### config.mk
export PLATFORM = sky130hd
export DESIGN_NAME = fetch_unit
export DESIGN_NICKNAME = d
export VERILOG_FILES = /design/src/rtl/cpu_pkg.sv /design/src/rtl/fetch_fifo.sv /design/src/rtl/fetch_unit.sv
export SDC_FILE = /design/constraint.sdc
export NUM_CORES = 1
export LEC_CHECK = 0
export CAP_MARGIN = 20
export CORE_ASPECT_RATIO = 0.9
export CORE_MARGIN = 2
export CORE_UTILIZATION = 51
export DETAILED_ROUTE_END_ITERATION = 10
export PLACE_DENSITY = 0.76
export SLEW_MARGIN = 20
export SYNTH_ARGS = -nofsm -noshare
export SYNTH_HDL_FRONTEND = slang
export SYNTH_HIERARCHICAL = 1
export SYNTH_SLANG_ARGS = --single-unit
### constraint.sdc
create_clock -name clk -period 2.86 [get_ports clk]
set_input_delay 0.429 -clock clk [delete_from_list [all_inputs] [get_ports clk]]
set_output_delay 0.429 -clock clk [all_outputs]
set_load 0.02 [all_outputs]
### src/rtl/cpu_pkg.sv
// Shared CPU front-end definitions: default widths, fetch FSM states and the
// opcode type decode uses to classify fetched instructions.
package cpu_pkg;

    localparam int CPU_ADDR_W = 16;
    localparam int CPU_INST_W = 32;

    typedef enum logic [1:0] {
        ST_IDLE  = 2'd0,
        ST_RUN   = 2'd1,
        ST_FLUSH = 2'd2
    } fetch_state_e;

    typedef enum logic [6:0] {
        OP_LOAD   = 7'b0000011,
        OP_OPIMM  = 7'b0010011,
        OP_AUIPC  = 7'b0010111,
        OP_STORE  = 7'b0100011,
        OP_OP     = 7'b0110011,
        OP_LUI    = 7'b0110111,
        OP_BRANCH = 7'b1100011,
        OP_JALR   = 7'b1100111,
        OP_JAL    = 7'b1101111
    } opcode_e;

    function automatic logic [6:0] inst_opcode(input logic [31:0] inst);
        return inst[6:0];
    endfunction

endpackage

### src/rtl/fetch_fifo.sv
// Prefetch queue: in-order storage of {pc, instruction} entries with count and
// synchronous flush; push into a full queue is accepted only alongside a pop.
module fetch_fifo #(
    parameter int W     = 48,
    parameter int DEPTH = 4
) (
    input  logic                       clk,
    input  logic                       rst_n,
    input  logic                       flush,
    input  logic                       push,
    input  logic [W-1:0]               wdata,
    input  logic                       pop,
    output logic [W-1:0]               rdata,
    output logic [$clog2(DEPTH):0]     count,
    output logic                       empty
);

    localparam int PTR_W = $clog2(DEPTH);
    localparam int CNT_W = PTR_W + 1;
    localparam logic [PTR_W-1:0] PTR_ONE = {{(PTR_W-1){1'b0}}, 1'b1};

    logic [W-1:0]     mem_q [DEPTH];
    logic [W-1:0]     mem_d [DEPTH];
    logic [PTR_W-1:0] wr_ptr_q, wr_ptr_d;
    logic [PTR_W-1:0] rd_ptr_q, rd_ptr_d;
    logic [CNT_W-1:0] count_q, count_d;
    logic             full_s, empty_s, do_push_s, do_pop_s;

    assign full_s  = (count_q == CNT_W'(DEPTH));
    assign empty_s = (count_q == {CNT_W{1'b0}});

    // Pointer, count and storage update; flush overrides push and pop.
    always_comb begin
        do_pop_s  = pop & ~empty_s;
        do_push_s = push & (~full_s | do_pop_s);
        mem_d     = mem_q;
        wr_ptr_d  = wr_ptr_q;
        rd_ptr_d  = rd_ptr_q;
        count_d   = count_q;
        if (flush) begin
            wr_ptr_d = {PTR_W{1'b0}};
            rd_ptr_d = {PTR_W{1'b0}};
            count_d  = {CNT_W{1'b0}};
        end else begin
            if (do_push_s) begin
                mem_d[wr_ptr_q] = wdata;
                wr_ptr_d        = wr_ptr_q + PTR_ONE;
            end else begin
                wr_ptr_d = wr_ptr_q;
            end
            if (do_pop_s) begin
                rd_ptr_d = rd_ptr_q + PTR_ONE;
            end else begin
                rd_ptr_d = rd_ptr_q;
            end
            count_d = count_q + CNT_W'(do_push_s) - CNT_W'(do_pop_s);
        end
    end

    // Queue state registers.
    always_ff @(posedge clk or negedge rst_n) begin
        if (!rst_n) begin
            wr_ptr_q <= {PTR_W{1'b0}};
            rd_ptr_q <= {PTR_W{1'b0}};
            count_q  <= {CNT_W{1'b0}};
            for (int i = 0; i < DEPTH; i++) begin
                mem_q[i] <= {W{1'b0}};
            end
        end else begin
            wr_ptr_q <= wr_ptr_d;
            rd_ptr_q <= rd_ptr_d;
            count_q  <= count_d;
            mem_q    <= mem_d;
        end
    end

    assign rdata = empty_s ? {W{1'b0}} : mem_q[rd_ptr_q];
    assign count = count_q;
    assign empty = empty_s;

endmodule

### src/rtl/fetch_unit.sv
// Instruction fetch: credit-limited request issue, one-cycle memory response
// capture into a prefetch queue, and redirect flush. FETCH_STALL_CNT_EN adds stall_cnt.
module fetch_unit
    import cpu_pkg::*;
#(
    parameter int                ADDR_W   = CPU_ADDR_W,
    parameter int                INST_W   = CPU_INST_W,
    parameter int                DEPTH    = 4,
    parameter logic [ADDR_W-1:0] RESET_PC = {ADDR_W{1'b0}}
) (
    input  logic              clk,
    input  logic              rst_n,
    output logic              imem_rd_en,
    output logic [ADDR_W-1:0] imem_addr,
    input  logic [INST_W-1:0] imem_rdata,
    input  logic              redirect_valid,
    input  logic [ADDR_W-1:0] redirect_pc,
    output logic              inst_valid,
    output logic [INST_W-1:0] inst_data,
    output logic [ADDR_W-1:0] inst_pc,
    input  logic              inst_ready
`ifdef FETCH_STALL_CNT_EN
    ,
    output logic [15:0]       stall_cnt
`endif
);

    localparam int CNT_W = $clog2(DEPTH) + 1;
    localparam int ENT_W = ADDR_W + INST_W;
    localparam logic [ADDR_W-1:0] PC_ONE = {{(ADDR_W-1){1'b0}}, 1'b1};

    fetch_state_e      state_q, state_d;
    logic [ADDR_W-1:0] pc_q, pc_d;
    logic [ADDR_W-1:0] pend_pc_q, pend_pc_d;
    logic              pend_q, pend_d;
    logic              rd_en_s, push_s, pop_s, credit_ok_s, fifo_empty_s;
    logic [CNT_W-1:0]  fifo_count_s;
    logic [CNT_W:0]    used_s;
    logic [ENT_W-1:0]  head_s;

    // A slot is reserved from request until the entry leaves the queue.
    assign used_s      = {1'b0, fifo_count_s} + {{CNT_W{1'b0}}, pend_q};
    assign credit_ok_s = (used_s < (CNT_W + 1)'(DEPTH));

    // Control FSM, request issue and fetch PC update.
    always_comb begin
        state_d   = state_q;
        pc_d      = pc_q;
        pend_d    = 1'b0;
        pend_pc_d = pend_pc_q;
        rd_en_s   = 1'b0;
        case (state_q)
            ST_IDLE:  state_d = redirect_valid ? ST_FLUSH : ST_RUN;
            ST_RUN: begin
                if (redirect_valid) begin
                    state_d = ST_FLUSH;
                end else begin
                    state_d = ST_RUN;
                    rd_en_s = credit_ok_s;
                end
            end
            ST_FLUSH: state_d = redirect_valid ? ST_FLUSH : ST_RUN;
            default:  state_d = ST_IDLE;
        endcase
        if (redirect_valid) begin
            pc_d = redirect_pc;
        end else if (rd_en_s) begin
            pc_d      = pc_q + PC_ONE;
            pend_d    = 1'b1;
            pend_pc_d = pc_q;
        end else begin
            pc_d = pc_q;
        end
    end

    // Control state registers.
    always_ff @(posedge clk or negedge rst_n) begin
        if (!rst_n) begin
            state_q   <= ST_IDLE;
            pc_q      <= RESET_PC;
            pend_q    <= 1'b0;
            pend_pc_q <= {ADDR_W{1'b0}};
        end else begin
            state_q   <= state_d;
            pc_q      <= pc_d;
            pend_q    <= pend_d;
            pend_pc_q <= pend_pc_d;
        end
    end

    // A response arriving during a redirect belongs to the abandoned path.
    assign push_s = pend_q & ~redirect_valid;
    assign pop_s  = ~fifo_empty_s & inst_ready;

    fetch_fifo #(
        .W     (ENT_W),
        .DEPTH (DEPTH)
    ) u_fifo (
        .clk   (clk),
        .rst_n (rst_n),
        .flush (redirect_valid),
        .push  (push_s),
        .wdata ({pend_pc_q, imem_rdata}),
        .pop   (pop_s),
        .rdata (head_s),
        .count (fifo_count_s),
        .empty (fifo_empty_s)
    );

    assign imem_rd_en = rd_en_s;
    assign imem_addr  = pc_q;
    assign inst_valid = ~fifo_empty_s;
    assign inst_data  = head_s[INST_W-1:0];
    assign inst_pc    = head_s[ENT_W-1:INST_W];

`ifdef FETCH_STALL_CNT_EN
    logic [15:0] stall_cnt_q, stall_cnt_d;

    // Saturating count of cycles the head waits on decode.
    always_comb begin
        stall_cnt_d = stall_cnt_q;
        if (~fifo_empty_s && !inst_ready && (stall_cnt_q != 16'hFFFF)) begin
            stall_cnt_d = stall_cnt_q + 16'd1;
        end else begin
            stall_cnt_d = stall_cnt_q;
        end
    end

    // Stall counter register.
    always_ff @(posedge clk or negedge rst_n) begin
        if (!rst_n) begin
            stall_cnt_q <= 16'h0000;
        end else begin
            stall_cnt_q <= stall_cnt_d;
        end
    end

    assign stall_cnt = stall_cnt_q;
`endif

endmodule

==> reports/qor.csv, run 1 <==
metric,value,unit
gr ovfl total,0,
Synth area leaders,"dfrtp_1 (54%), mux2_2 (16%), mux4_2 (9.9%), mux2_4 (5.5%), nor2b_1 (3.1%)",
worst skew pair latency,530,ps
power share of the combinational group,13.1,%
syn nets,812,
Wirelength per Cell,19.4,um
flop-to-flop setup slack,170,ps
Max Slew Vio Count,0,
DR WL met3,913,um
pin count of the biggest net entering global routing,71,
I/O Buffers,117,
Layout Skew,19.3,ps
# diodes,0,
site row count,50,
Pwr per Cell Area,619,nW/um2
#FFs+latches synth,234,
Final Worst Setup Slack,132,ps
status,"complete, no violations",
cells along the critical path,buf_12 -> mux4_2 -> nor2b_1 -> dlygate4sd2_1,
Slew HR,29.2,%
Critical Path Start Type,flip-flop,
Inst Count DP,1137,
"Avg Cell Area, Syn",14.5,um2
die area,22600,um2
CP Capture Type,output port,
DP HPWL,14200,um
worst min path class,input port to asynchronous set/reset pin,
Main synth FF type,dfrtp_1,
post-synth top area cell,dfrtp_1,
largest fanout on the critical path,17,
post-synth cell types,49,
ys async rst share,100,%
Synth warnings,6,
maximum VDD drop,0.461,mV
post-synthesis sequential area ratio,53.7,%
most frequent cells in the layout,"dfrtp_1 (232), mux2_2 (153), clkdlybuf4s50_1 (68)",
RSZ-0062 raised after global routing,false,
Worst Path Arrival,2300,ps
Detail Route Antenna Nets,0,
Die W,158,um
Post-Synthesis Cell Area,10900,um2
Tot GR Track Use,21.5,%
post-synth top area share,53.7,%
Met2 Wirelength,10900,um
"Clk pin slew, worst setup/hold paths",60,ps
Top Layer Used,met4,
global placement routability congestion,0.823,
f_max,367,MHz
# setup viols final,0,
first-pass GRT wire length,38100,um
switch share,23.8,%
initial core utilization,52.2,%
CTS tree,built,
Iter 0 DRT Violations,349,
sequential share of power,46.7,%
Post-Route WL,23100,um
static leakage,6.29,nW
critical path class,flip-flop to output port,
Tcrit/Tclk final,95.4,%
ratio of cells with drive above 1 in the final layout,36.7,%
DR pass1 iterations,4,
CTS Buf Count,26,
Worst Reg2Reg Path Length in Cells,6,
slowest CP cell,dfrtp_4,
Finished Core Util,64.1,%
measured slew at the worst slew-check pin,1060,ps
WP data required,2430,ps
Clk Tree Root Cell,clkbuf_16,
clk buf depth,3,
nets@finish,946,
initial antenna violation count,0,
Switch Pwr,0.00197,W
# DRC,0,
min cycle time layout,2730,ps
Max Cap Violations,0,
M1 wire length,11000,um
number of flops mapped to enable cells by yosys,0,
Core Region,20900,um2
vias in the first global route,7145,
Area growth syn-to-layout,22.8,%
Vias,6595,
Clock Sinks,234,
# IOs,118,
Pint,0.00631,W
Fin. Hold Viols,0,
clock share of power,40.2,%
"non-filler cells, final",1191,
Die Ht,143,um
max incr delay on CP,530,ps
"most common cell after layout, fill and taps aside",dfrtp_1,
Sum Neg Setup Slack,0,ps
Post-Place Setup Slack,-185,ps
htree depth,1,
cell count after synthesis,752,
via/cell ratio,5.54,
-- registers in the layout, indices dropped and copies added, names as in the netlist --
register / cells
imem_addr: 16
u_fifo/wr_ptr_q: 2
u_fifo/count: 3
state_q: 2
u_fifo/mem_q: 192
u_fifo/rd_ptr_q: 2
pend_pc_q: 16
pend_q: 1
-- final timing paths --
| kind | start | endpoint |
|---|---|---|
| setup / recovery | u_fifo/rd_ptr_q[0] | inst_pc[4] |
| hold / removal | rst_n | u_fifo/mem_q[72] |
| setup reg to reg | u_fifo/count[0] | u_fifo/mem_q[107] |
| hold reg to reg | state_q[0] | state_q[0] |
| max in group asynchronous | rst_n | u_fifo/mem_q[172] |
| min in group clk | redirect_pc[0] | imem_addr[0] |
-- cell families (layout without fill, tap and decap cells) --
family          after synthesis  after routing  share of synthesized area, %
mux                         242            242                          31.3
fa+ha+maj                     8              8                         0.987
buf+inv                      61            214                          2.85
xor+xnor                      3              3                         0.241
compound gates               38             38                          2.47
flops                       234            234                          53.7
simple gates                166            166                          8.40
-- per-layer routing --
metal | track usage (%) | vias up
li1 | - | 2985
met1 | 31.8 | 3439
met2 | 34.1 | 139
met3 | 3.07 | 32
met4 | 4.60 | 0
met5 | 0 | -
-- cell type report --
class	instances	area, um2
Clock buffer	44	860
Clock inverter	3	18.8
Fill cell	1566	7510
Inverter	14	52.6
Multi-Input combinational cell	457	4760
Sequential cell	234	5860
Tap cell	286	358
Timing Repair Buffer	153	1480
-- cells in the mapped netlist (all sizes together), types with 2 or more instances --
cell    instances
nor2            8
inv            13
o211ai          2
xor2            2
o31ai           2
clkbuf         19
dfrtp         234
nor4b           2
ha              7
nand2b          2
mux4           48
and3            3
a22oi           2
nor3            6
and4bb          3
a21o            2
nand2          61
o21ai           8
and4b           2
a21oi           7
nand4           5
nand3          10
o21bai          2
mux2          193
o311ai          4
a221o           5
or3             3
nor2b          54
buf            28
-- what timing repair did --
| item | CTS | global route |
|---|---|---|
| buffers inserted | 3 | 3 |
| endpoints found under the setup margin | 49 | 2 |
| hold buffers | 1 | 0 |
| hold endpoints to repair | 47 | 0 |
| gates resized for setup | 48 | 2 |
-- power by group through the flow --
stage | sequential (W) | combinational (W) | clock [W]
global placement | 0.00391 | 0.00109 | 0
global route | 0.00391 | 0.00118 | 0.00355
finish | 0.00387 | 0.00109 | 0.00333
floorplan | 0.00386 | 0.000702 | 0
detailed placement | 0.00392 | 0.00112 | 0
CTS | 0.00387 | 0.00110 | 0.00339
-- per-stage QoR --
step,total power (W),hold WS [ps],area [um2]
6_report,0.00829,403,13400
5_1_grt,0.00865,436,13400
4_1_cts,0.00837,411,13300
3_5_place_dp,0.00504,369,12500
3_3_place_gp,0.00500,374,12500
2_1_floorplan,0.00457,133,10900
-- critical path: cells and delay by family, from the launching register on --
| kind | cells | cell delay [ps] |
|---|---|---|
| flip-flops | 1 | 530 |
| AND/OR/NAND/NOR | 1 | 170 |
| buffers and inverters | 2 | 570 |
| multiplexers | 1 | 510 |
Power figures use the tool's default switching activity.
==> run 2, diff against run 1 <==
--- a/config.mk
+++ b/config.mk
@@ -7,7 +7,6 @@
 export LEC_CHECK = 0
 export CAP_MARGIN = 20
 export CORE_ASPECT_RATIO = 0.9
-export CORE_MARGIN = 2
 export CORE_UTILIZATION = 51
 export DETAILED_ROUTE_END_ITERATION = 10
 export PLACE_DENSITY = 0.76
==> reports/qor.csv, run 2 (same netlist as run 1, synthesis figures left out) <==
metric,value,unit,change
fillers,1574,,+0.51%
Final Worst Setup Slack,99.0,ps,-32.7 ps
Detail Route Antenna Nets,0,,unchanged
# DRC,0,,unchanged
I/O Buffers,117,,unchanged
Worst Reg2Reg Path Length in Cells,12,,+6
met2 Usage GRT,34.8,%,+0.70 points
maximum VDD drop,0.344,mV,-25%
critical path launch point,u_fifo/rd_ptr_q[0],,
initial core utilization,52.2,%,unchanged
# IOs,118,,unchanged
Core Region,20900,um2,unchanged
global placement routability congestion,0.796,,-3.3%
# diodes,0,,unchanged
Critical Path Start Type,flip-flop,,
first-pass GRT wire length,38100,um,-0.20%
status,"complete, no violations",,
critical path class,flip-flop to output port,,
cells along the critical path,buf_12 -> mux4_2 -> nor2b_1 -> clkdlybuf4s50_1,,
DP HPWL,14200,um,+0.56%
Area growth syn-to-layout,22.4,%,
Tcrit/Tclk final,96.5,%,+1.1 points
Overall Power,0.00798,W,-3.7%
Wirelength per Cell,19.4,um,about the same
Max Slew Vio Count,0,,unchanged
Layout Skew,15.6,ps,-3.68 ps
Clk Tree Root Cell,clkbuf_16,,
Worst Path Arrival,2330,ps,+30 ps
Slew HR,54.2,%,+25 points
CP Capture Type,output port,,
gr ovfl total,0,,unchanged
vias in the first global route,7033,,-1.6%
initial antenna violation count,0,,unchanged
largest fanout on the critical path,11,,-6
htree depth,1,,unchanged
Fin. Hold Viols,0,,unchanged
measured slew at the worst slew-check pin,688,ps,-374 ps
Tot GR Track Use,22.1,%,+0.60 points
Largest register FFs,192,,unchanged
worst min path class,input port to flip-flop,,
Worst Hold End,imem_addr[9],,
# setup viols final,0,,unchanged
met3 global-route usage,3.23,%,+0.16 points
WP data required,2430,ps,about the same
nets@finish,942,,-0.42%
ratio of cells with drive above 1 in the final layout,35.9,%,-0.75 points
f_max,362,MHz,-1.2%
worst hold slack,482,ps,+78.7 ps
max incr delay on CP,550,ps,+20 ps
site row count,50,,unchanged
Sum Neg Setup Slack,0,ps,unchanged
"Clk pin slew, worst setup/hold paths",60,ps,about the same
worst hold start,redirect_pc[9],,
Post-Place Setup Slack,-35.9,ps,+149 ps
Die Ht,141,um,-1.4%
GR peak layer,met2,,
Max Cap Violations,0,,unchanged
pin count of the biggest net entering global routing,93,,+31%
slowest CP cell,clkdlybuf4s50_1,,
Hold Crit Depth,3,,
die area,22000,um2,-2.6%
CTS Buf Count,25,,-3.8%
via/cell ratio,5.59,,+0.90%
Clock Sinks,234,,unchanged
Largest Register,u_fifo/mem_q,,
Vias,6604,,+0.14%
Iter 0 DRT Violations,267,,-23%
CTS tree,built,,
clk buf depth,3,,unchanged
Post-CTS Setup Bufs,0,,-3
Pwr per Cell Area,598,nW/um2,-3.3%
Finished Core Util,63.8,%,-0.24 points
static leakage,6.34,nW,+0.78%
DR pass1 iterations,5,,+1
min cycle time layout,2760,ps,+32.7 ps
RR Endpoint,u_fifo/count[2],,
Post-Route WL,23000,um,-0.72%
RSZ-0062 raised after global routing,false,,
flop-to-flop setup slack,230,ps,+60 ps
M1 GR Usage,32.9,%,+1.1 points
worst skew pair latency,520,ps,about the same
worst r2r src,u_fifo/count[0],,
most frequent cells in the layout,"dfrtp_1 (232), mux2_2 (153), clkdlybuf4s50_1 (77)",,
"most common cell after layout, fill and taps aside",dfrtp_1,,
Die W,156,um,-1.3%
-- run 2: cell count changes in the layout (fill, tap and decap cells not counted), moves of 2 or more --
| cell | before | now |
|---|---|---|
| dlymetal6s2s_1 | 2 | 14 |
| clkdlybuf4s50_1 | 68 | 77 |
| buf_4 | 28 | 22 |
| dlygate4sd2_1 | 46 | 25 |
| clkbuf_8 | 12 | 3 |
| buf_12 | 6 | 9 |
| clkinv_2 | 2 | 5 |
| clkbuf_16 | 27 | 25 |
-- run 2: metrics by stage --
| step | area, um2 | std cells |
|---|---|---|
| final | 13300 | 1182 |
| after global routing | 13300 | 1182 |
| after CTS | 13300 | 1182 |
| after detailed placement | 12600 | 1140 |
| after global placement | 12600 | 1140 |
| after floorplan | 10900 | 752 |
-- run 2: power by group --
part	internal, W	switching, W
sequential	0.00363	0.000243
combinational	0.000667	0.000430
clock	0.00177	0.00125
total	0.00606	0.00192
-- run 2: per-layer routing --
layer | wire [um] | vias to the layer above | share of wire [%]
met3 | 937 | 30 | 4.1
met1 | 10800 | 3457 | 47
met4 | 301 | 0 | 1.3
met5 | 0 | - | 0
met2 | 11000 | 149 | 48
li1 | - | 2968 | -
-- run 2: critical path: cells and delay by family (launching register included) --
kind                   cells  cell delay [ps]
flip-flops                 1              460
buffers and inverters      2              720
AND/OR/NAND/NOR            1              140
multiplexers               1              490
-- run 2: worst max-delay path by stage --
stage	end	slack, ps	depth (start not counted)
finish	inst_data[25]	100	4
floorplan	u_fifo/count[2]	20	13
global placement	u_fifo/count[2]	60	12
global route	u_fifo/count[2]	10	12
CTS	inst_data[11]	5	4
detailed placement	u_fifo/count[2]	-40	12
-- run 2: cell type report --
class	instances	area, um2	area share (%)
Sequential cell	234	5860	43.9
Multi-Input combinational cell	457	4760	35.7
Timing Repair Buffer	150	1550	11.6
Clock buffer	34	689	5.17
Tap cell	286	358	2.68
Clock inverter	7	66.3	0.497
Inverter	14	52.6	0.394
-- run 2: what timing repair did --
action | 4_1_cts | 5_1_grt
hold buffers | 1 | 0
setup endpoints to repair | 49 | 19
endpoints found under the hold margin | 84 | 0
pin swaps | 0 | 0
gates resized for setup | 26 | 16
==> run 3, diff against run 2 <==
==> constraint.sdc (replaced) <==
create_clock -name clk -period 2.86 [get_ports clk]
set_input_delay 0.572 -clock clk [delete_from_list [all_inputs] [get_ports clk]]
set_output_delay 0.572 -clock clk [all_outputs]
set_load 0.02 [all_outputs]
==> reports/qor.csv, run 3 (same netlist as run 1, synthesis figures left out) <==
metric,value,unit,change
status,"complete, no violations",,
Die Ht,141,um,unchanged
Finished Core Util,65.1,%,+1.2 points
initial antenna violation count,1,,+1
Largest Register,u_fifo/mem_q,,
min cycle time layout,2820,ps,+62.1 ps
DR pass1 iterations,4,,-1
Reg area,5860,um2,unchanged
clk buf depth,3,,unchanged
Tcrit/Tclk final,98.7,%,+2.2 points
via/cell ratio,5.53,,-0.96%
"most common cell after layout, fill and taps aside",dfrtp_1,,
# setup viols final,0,,unchanged
initial core utilization,52.2,%,unchanged
vias in the first global route,7044,,+0.16%
most frequent cells in the layout,"dfrtp_1 (232), mux2_2 (153), clkdlybuf4s50_1 (67)",,
first-pass GRT wire length,37900,um,-0.33%
critical path launch point,u_fifo/rd_ptr_q[0],,
CP Capture Type,output port,,
# IOs,118,,unchanged
critical path class,flip-flop to output port,,
site row count,50,,unchanged
Detail Route Antenna Nets,0,,unchanged
htree depth,1,,unchanged
global placement routability congestion,0.787,,-1.1%
nets@finish,954,,+1.3%
Clock Sinks,234,,unchanged
Die W,156,um,unchanged
Overall Power,0.00815,W,+2.1%
Sum Neg Setup Slack,0,ps,unchanged
Post-Place Setup Slack,-196,ps,-160 ps
Largest register FFs,192,,unchanged
measured slew at the worst slew-check pin,685,ps,-2.65 ps
worst min path class,input port to asynchronous set/reset pin,,
Post-Route WL,23400,um,+1.9%
pin count of the biggest net entering global routing,82,,-12%
Slew HR,54.3,%,+0.18 points
fin area,13600,um2,+1.9%
Multi-input gate area,4770,um2,+0.10%
Critical Path Start Type,flip-flop,,
I/O Buffers,117,,unchanged
CTS Buf Count,25,,unchanged
CTS tree,built,,
DP HPWL,14400,um,+1.4%
f_max,354,MHz,-2.2%
largest fanout on the critical path,6,,-5
Core Region,20900,um2,unchanged
Worst Path Arrival,2250,ps,-80 ps
gr ovfl total,0,,unchanged
"Clk pin slew, worst setup/hold paths",60,ps,about the same
Tot GR Track Use,21.9,%,-0.19 points
Max Cap Violations,0,,unchanged
static leakage,6.29,nW,-0.80%
WP data required,2290,ps,-140 ps
Vias,6640,,+0.55%
Max Slew Vio Count,0,,unchanged
die area,22000,um2,unchanged
ratio of cells with drive above 1 in the final layout,36.7,%,+0.75 points
Final Worst Setup Slack,36.8,ps,-62.1 ps
# DRC,0,,unchanged
Pwr per Cell Area,599,nW/um2,+0.13%
maximum VDD drop,0.269,mV,-22%
Layout Skew,13.0,ps,-2.60 ps
fillers,1578,,+0.25%
Iter 0 DRT Violations,279,,+4.5%
worst r2r src,u_fifo/count[0],,
Wirelength per Cell,19.5,um,+0.34%
Area growth syn-to-layout,24.7,%,
Area after DPL,12700,um2,+0.84%
Clk Tree Root Cell,clkbuf_16,,
Fin. Hold Viols,0,,unchanged
worst skew pair latency,520,ps,about the same
-- run 3: cell count changes in the layout (fill, tap and decap cells not counted), sizes merged --
cell	change
clkdlybuf4s50	-10
clkinvlp	+2
clkinv	-4
dlygate4sd2	+12
clkbuf	+9
buf	+9
dlymetal6s2s	-13
bufinv	+1
diode	+1
clkdlybuf4s15	+11
-- run 3: worst max-delay path, cell delays in order (launching register included) --
cell	delay, ps
dfrtp_4	500
buf_12	160
clkbuf_16	160
mux4_2	420
nor2b_1	160
dlygate4sd2_1	330
-- run 3: metal layers --
metal	up-vias	routed length, um	GRT usage [%]
li1	3010	-	-
met1	3423	10700	31.7
met2	186	11300	35.0
met3	21	1140	3.35
met4	0	288	4.75
met5	-	0	0
-- run 3: path summary, 6_finish.rpt --
path | to | cells past startpoint | slack, ps
max in group asynchronous | u_fifo/rd_ptr_q[0] | 3 | 1720
min | u_fifo/mem_q[167] | 2 | 470
min reg2reg | state_q[0] | 1 | 480
min in group clk | state_q[0] | 1 | 480
max reg2reg | u_fifo/count[2] | 13 | 230
max | inst_data[16] | 5 | 40
-- run 3: timing repair --
action                                  4_1_cts  5_1_grt
setup buffers                                 1        3
hold buffers                                  1        0
gates resized for setup                      49       16
gates cloned                                  0        4
endpoints found under the setup margin       48       29
endpoints found under the hold margin        14        0
-- run 3: layout make-up --
class / instances / area share (%)
antenna: 1 / 0.0184
tap: 286 / 2.63
clock buffer: 40 / 5.31
timing repair buffer: 162 / 12.8
sequential: 234 / 43.1
clock inverter: 6 / 0.653
multi-input combinational: 457 / 35.1
inverter: 14 / 0.387
-- run 3: metrics by stage --
step | instances | hold slack, ps
finish | 1200 | 465
global route | 1200 | 458
CTS | 1192 | 452
detailed placement | 1144 | 409
global placement | 1144 | 407
floorplan | 752 | 276
-- run 3: power breakdown --
group          total (W)  switching (W)  internal (W)
Sequential       0.00387       0.000245       0.00363
Clock            0.00317        0.00126       0.00191
Combinational    0.00111       0.000441      0.000665
Total            0.00815        0.00195       0.00620
